[src/rtl/param_counter.sv]
// Parametrised load-and-count block: up, down and repeat-up modes with hold and a done strobe.
// Optional PARAM_COUNTER_STEP_EN adds the in_step port and a programmable step size.
module param_counter #(
  parameter int unsigned WIDTH = 5
) (
  input  logic             clk,
  input  logic             rst_n,
  input  logic             in_valid,
  input  logic [WIDTH-1:0] in_num,
  input  logic [1:0]       in_mode,
`ifdef PARAM_COUNTER_STEP_EN
  input  logic [WIDTH-1:0] in_step,
`endif
  input  logic             hold,
  output logic [WIDTH-1:0] out_num,
  output logic             busy,
  output logic             done
);

  localparam int unsigned CW = WIDTH + 1;
  localparam logic [1:0] MODE_UP   = 2'b00;
  localparam logic [1:0] MODE_DOWN = 2'b01;
  localparam logic [1:0] MODE_RPT  = 2'b10;

  typedef enum logic {IDLE, RUN} state_e;

  state_e           state_q, state_d;
  logic [WIDTH-1:0] target_q, target_d;
  logic [1:0]       mode_q, mode_d;
  logic [WIDTH-1:0] count_q, count_d;
  logic             busy_q, busy_d;
  logic             done_q, done_d;
  logic [WIDTH-1:0] step_w;
  logic [1:0]       mode_in_c;
  logic [CW-1:0]    sum_c;
  logic [WIDTH-1:0] up_next_c;
  logic [WIDTH-1:0] dn_next_c;

`ifdef PARAM_COUNTER_STEP_EN
  logic [WIDTH-1:0] step_q, step_d;
  assign step_w = step_q;
`else
  assign step_w = WIDTH'(1);
`endif

  // Reserved mode 11 folds onto plain up-count at capture time.
  assign mode_in_c = (in_mode == 2'b11) ? MODE_UP : in_mode;

  // Saturating up step in WIDTH+1 bits so the sum never wraps.
  assign sum_c     = CW'(count_q) + CW'(step_w);
  assign up_next_c = (sum_c > CW'(target_q)) ? target_q : WIDTH'(sum_c);
  assign dn_next_c = (count_q >= step_w) ? (count_q - step_w) : '0;

  always_comb begin
    state_d  = state_q;
    target_d = target_q;
    mode_d   = mode_q;
    count_d  = count_q;
    done_d   = 1'b0;
`ifdef PARAM_COUNTER_STEP_EN
    step_d   = step_q;
`endif
    if (in_valid) begin
      target_d = in_num;
      mode_d   = mode_in_c;
`ifdef PARAM_COUNTER_STEP_EN
      step_d   = (in_step == '0) ? WIDTH'(1) : in_step;
`endif
      count_d  = (mode_in_c == MODE_DOWN) ? in_num : '0;
      if (in_num == '0) begin
        done_d  = 1'b1;
        state_d = (mode_in_c == MODE_RPT) ? RUN : IDLE;
      end else begin
        state_d = RUN;
      end
    end else if (state_q == RUN && !hold) begin
      case (mode_q)
        MODE_DOWN: begin
          count_d = dn_next_c;
          if (dn_next_c == '0) begin
            done_d  = 1'b1;
            state_d = IDLE;
          end
        end
        MODE_RPT: begin
          if (count_q == target_q) begin
            count_d = '0;
          end else begin
            count_d = up_next_c;
            done_d  = (up_next_c == target_q);
          end
        end
        default: begin
          count_d = up_next_c;
          if (up_next_c == target_q) begin
            done_d  = 1'b1;
            state_d = IDLE;
          end
        end
      endcase
    end
    busy_d = (state_d == RUN);
  end

  always_ff @(posedge clk or negedge rst_n) begin
    if (!rst_n) begin
      state_q  <= IDLE;
      target_q <= '0;
      mode_q   <= MODE_UP;
      count_q  <= '0;
      busy_q   <= 1'b0;
      done_q   <= 1'b0;
`ifdef PARAM_COUNTER_STEP_EN
      step_q   <= '0;
`endif
    end else begin
      state_q  <= state_d;
      target_q <= target_d;
      mode_q   <= mode_d;
      count_q  <= count_d;
      busy_q   <= busy_d;
      done_q   <= done_d;
`ifdef PARAM_COUNTER_STEP_EN
      step_q   <= step_d;
`endif
    end
  end

  assign out_num = count_q;
  assign busy    = busy_q;
  assign done    = done_q;

endmodule

[config.mk]
export PLATFORM = sky130hd
export DESIGN_NAME = param_counter
export DESIGN_NICKNAME = d
export VERILOG_FILES = /design/src/rtl/param_counter.sv
export SDC_FILE = /design/constraint.sdc
export NUM_CORES = 1
export LEC_CHECK = 0
export BUFFER_PORTS_ARGS = -buffer_cell sky130_fd_sc_hd__buf_4
export CAP_MARGIN = 20
export CORE_AREA = 2 2 70 72
export DETAILED_ROUTE_END_ITERATION = 16
export DIE_AREA = 0 0 72 74
export SLEW_MARGIN = 20
export SYNTH_ARGS = -nofsm -noshare
export SYNTH_HDL_FRONTEND = slang
export SYNTH_SLANG_ARGS = --single-unit
[constraint.sdc]
create_clock -name clk -period 6.3 [get_ports clk]
set_input_delay 0.315 -clock clk [delete_from_list [all_inputs] [get_ports clk]]
set_output_delay 0.315 -clock clk [all_outputs]
set_load 0.005 [all_outputs]
=== Yosys cells after proc, flatten, opt, wreduce, memory -nomap -nowiden ===
Index checks and enable logic that the tools add are counted.

* Flip-flop bits (word level): 14
* Bits in latches: 0
* Bits in writable memories: 0
* ROM bits: 0
* Output and inout bits: 7
* Word-level logic and storage cells: 47
* Memories: 0

* Add/subtract/negate cells: 2
* Multipliers: 0
* Div/mod/pow operators: 0
* $lt $le $gt $ge: 2
* Equality and inequality tests: 9
* Shift operators: 0
* Mux-type cells: 22
* Bitwise gates (word level): 0
* Reduce and logical (&&, ||, !) cells: 7

{| class="wikitable"
|+ Operators by type and width
! operator !! count
|-
| two-way mux 5 bit || 6
|-
| two-way mux 1 bit || 12
|-
| equality test 5 bit || 2
|-
| logical NOT 5 bit || 2
|-
| one-hot mux 5 bit (2 select lines) || 1
|-
| adder 5 x 1 -> 6 bit (second input constant) || 1
|-
| equality test 2 bit (second input constant) || 3
|-
| > comparator 6 x 5 -> 1 bit || 1
|-
| greater-or-equal comparator 5 x 1 -> 1 bit (second input constant) || 1
|-
| subtractor 5 x 1 -> 5 bit (second input constant) || 1
|-
| equality test 2 x 1 -> 1 bit (second input constant) || 2
|-
| one-hot mux 1 bit (2 select lines) || 2
|-
| AND reduction 4 bit || 1
|-
| inequality test 3 bit (second input constant) || 1
|-
| nonzero test 3 bit || 1
|-
| two-way mux 2 bit || 1
|-
| inequality test 2 bit (second input constant) || 1
|-
| nonzero test 2 bit || 1
|-
| logical AND 1 bit || 1
|-
| logical NOT 1 bit || 1
|}

=== Depth between registers and ports, before layout ===
* Word-level depth: 8
* Gate-level depth with buffers: 11

=== Worst setup path after synthesis ===
No wires, ideal clock.

* Kind: register to register
* From: reg count_q[1], in the netlist out_num[1]
* To: reg busy_q, in the netlist busy
* Setup time: 0.140 ns
* Data arrival time: 2.457 ns
* Required time: 6.160 ns
* Path slack: 3.703 ns
* Stages on the path, launching flop included: 10
* Buffers on the path: 0
* Clock period less this slack: 2.597 ns
* Cells stage by stage: dfrtp_1 -> ha_1 -> nand3_1 -> xnor2_1 -> ha_1 -> and3_1 -> a32oi_1 -> nor2_2 -> a2111oi_0 -> a211oi_1

* Cells in the longest elaborated chain, start to end: 6

{| class="wikitable"
|+ RTL lines
! item !! RTL line !! source
|-
| start, declared || 30 || <nowiki>logic [WIDTH-1:0] count_q, count_d;</nowiki>
|-
| start signal, assigned || 120 || <nowiki>count_q <= count_d;</nowiki>
|-
| adder 5 x 1 -> 6 bit || 50 || <nowiki>assign sum_c = CW'(count_q) + CW'(step_w);</nowiki>
|-
| > comparator 6 x 5 -> 1 bit || 51 || <nowiki>assign up_next_c = (sum_c > CW'(target_q)) ? target_q : WIDTH'(sum_c);</nowiki>
|-
| two-way mux 5 bit || 51 ||
|-
| equality test 5 bit || 95 || <nowiki>if (up_next_c == target_q) begin</nowiki>
|-
| nonzero test 3 bit (no source line) || -- ||
|-
| AND reduction 4 bit (no source line) * || -- ||
|-
| end signal, assigned || 121 || <nowiki>busy_q <= busy_d;</nowiki>
|-
| end, declared || 31 || <nowiki>logic busy_q, busy_d;</nowiki>
|}

Mark *: on every way between the ends. The rest lies on a longest branch, timed or not.
A chain may end at the register's enable or synchronous reset.

=== Worst setup path in the final report ===
* From: reg count_q[0], in the netlist out_num[0]
* To: reg busy_q, in the netlist busy

Same word-level chain as after synthesis.

==> metrics.txt <==
status complete, no violations; crit path DAT 3.21 ns; vias in the first global route 1104; multi-input logic area 848 sq um; Cell Area, Placed 1440 sq um; total grt overflow 0; async set-reset flop share out of synthesis 1.00; Hold WC Path Type in2reg; chip height 74 um; max cap viols 0; Post-DP HPWL 2500 um; synth warn 0; highest net fanout along the worst path 12; WL/cell 15.1 um; Slew Viols, Final 0; DRC viols 0; number of diodes 0; Syn Std Cell Area 1320 sq um; Period minus WS final 3.09 ns; Avg Inst Size Synth 8.85 sq um; Max Clk Rate 0.323 GHz; global-route usage over all layers 0.137; most frequent cell on the critical path ha_1; Detail Route Antenna Nets 0; flops & latches, synth 14; worst hold slack 0.309 ns; CTS max path bufs 2; CTS clk-pin slew, worst paths 0.07 ns; via/cell ratio 5.42; # port buffers 17; library cells used by synthesis 48; setup TNS 0 ns; Seq. cell area 350 sq um; num rows 25; Least-Margin Pin Slew 0.663 ns; slowest CP cell dfrtp_1; fraction of layout cells with a size suffix above 1 0.196; Ports 18; top-count cell post-synth o21ai_0; top cells by count, synth o21ai_0 (15), dfrtp_1 (14), nand2_1 (13); final WL 3270 um; clock buffer count from CTS 3; core area 4600 sq um; initial antenna violation count 0; PD cells 395 nW/um^2; DRT Pass-1 Iters 4; clk_skew 0.00866 ns; final hold viol count 0; post-synthesis cell type with the largest combined area dfrtp_1; final worst path period share 0.491; Seq/Total Area, Yosys 0.266; Die Width 72 um; Leakage 0.667 nW; number of setup buffers added after CTS 0; CP max stage delay 0.59 ns; CTS Sinks 14; DR iter-0 viols 101; vias 1176; gpl congestion 0.835; post-route cell area 1500 sq um; clock root cell clkbuf_8; worst vdd ir 0.000173 V; Top FF cell, synth dfrtp_1; Initial Utilization 0.287; synth top area cells dfrtp_1 (27%), ha_1 (9.5%), o21ai_0 (5.7%); global-route wire length before repair 5630 um; Fillers 472; WP data required 6.42 ns; # H-tree levels 1; post-CTS sizing 0; RSZ-0062 raised after global routing no; total power 595 uW; worst skew pair latency 0.25 ns; critical-path cell list ha_1, nand3_1, xnor2_1, ha_1, and3_1, a32oi_1, nor2_2, a2111oi_0, a211oi_1; cts hold-fix bufs 1; net count after synthesis 170; top cell type's share of synthesized area 0.266; CP startpoint kind flop; CP endpoint kind flop; Layout Utilization 0.327; cell family with most CP delay compound AO/OA/AOI/OAI gates; count of flip-flops with a built-in enable after synthesis 0; Gate Count Post-Synth 149; TritonCTS clock tree yes; nets@finish 185; Buf+Inv Stages, Crit Path 0; WS Path Type reg2reg; slew margin rel. 0.554; area delta synth->final 14.0%; Final setup viols 0; largest net degree at the start of global routing 19; Die Area 5330 sq um
==> layout by cell type, fill, tap and decap left out, drive strengths merged, types with 6 or more instances in the layout <==
| cell | synthesis | final |
|---|---|---|
| xnor2 | 9 | 9 |
| dfrtp | 14 | 14 |
| ha | 10 | 10 |
| nor2 | 7 | 7 |
| buf | 6 | 17 |
| o21ai | 15 | 15 |
| inv | 12 | 12 |
| nand2 | 13 | 13 |
| a21oi | 6 | 6 |
==> worst reg2reg max path, cell delays in order, from the launching register on <==
cell       delay [ns]
dfrtp_1          0.59
ha_1             0.33
nand3_1          0.12
xnor2_1          0.34
ha_1             0.31
and3_1           0.16
a32oi_1          0.38
nor2_2           0.17
a2111oi_0        0.47
a211oi_1         0.10
==> logic make-up after synthesis <==
group | Yosys count | synth area share
simple gates | 42 | 0.174
compound gates | 46 | 0.236
mux | 5 | 0.0389
xor+xnor | 12 | 0.0996
buf+inv | 20 | 0.0911
flops | 14 | 0.266
fa+ha+maj | 10 | 0.0949
==> layout make-up <==
class,count,area share
clock buffer,4,0.0366
inverter,12,0.0300
multi-input combinational,115,0.564
sequential,14,0.233
tap,54,0.0449
timing repair buffer,18,0.0915
==> where the power goes <==
part / switching, mW / internal (mW)
clock: 0.0346 / 0.0554
combinational: 0.174 / 0.164
sequential: 0.0570 / 0.109
total: 0.266 / 0.329
==> metrics by stage <==
step,instances,worst slack [ns]
finish,217,3.21
global route,217,2.93
detailed placement,212,3.29
global placement,212,3.40
CTS,217,3.22
floorplan,149,3.70
==> path summary, 6_finish.rpt <==
| check | to | slack [ns] | cells after the start | start |
|---|---|---|---|---|
| setup reg to reg | busy | 3.21 | 9 | out_num[0] |
| setup / recovery | busy | 3.21 | 9 | out_num[0] |
| min in group asynchronous | out_num[4] | 0.45 | 2 | rst_n |
| hold / removal | target_q[4] | 0.31 | 3 | in_num[4] |
| max in group asynchronous | target_q[3] | 5.67 | 2 | rst_n |
| hold reg to reg | mode_q[0] | 0.52 | 1 | mode_q[0] |
==> metal layers <==
layer,part of all wire,global-route usage
met1,0.48,0.211
met2,0.43,0.201
met3,0.074,0.0203
met4,0.015,0.0377
met5,0,0
==> flip-flops by register name, indices dropped and copies added, names as in the netlist <==
name	cells
busy	1
done	1
mode_q	2
out_num	5
target_q	5
Power figures use the tool's default switching activity.
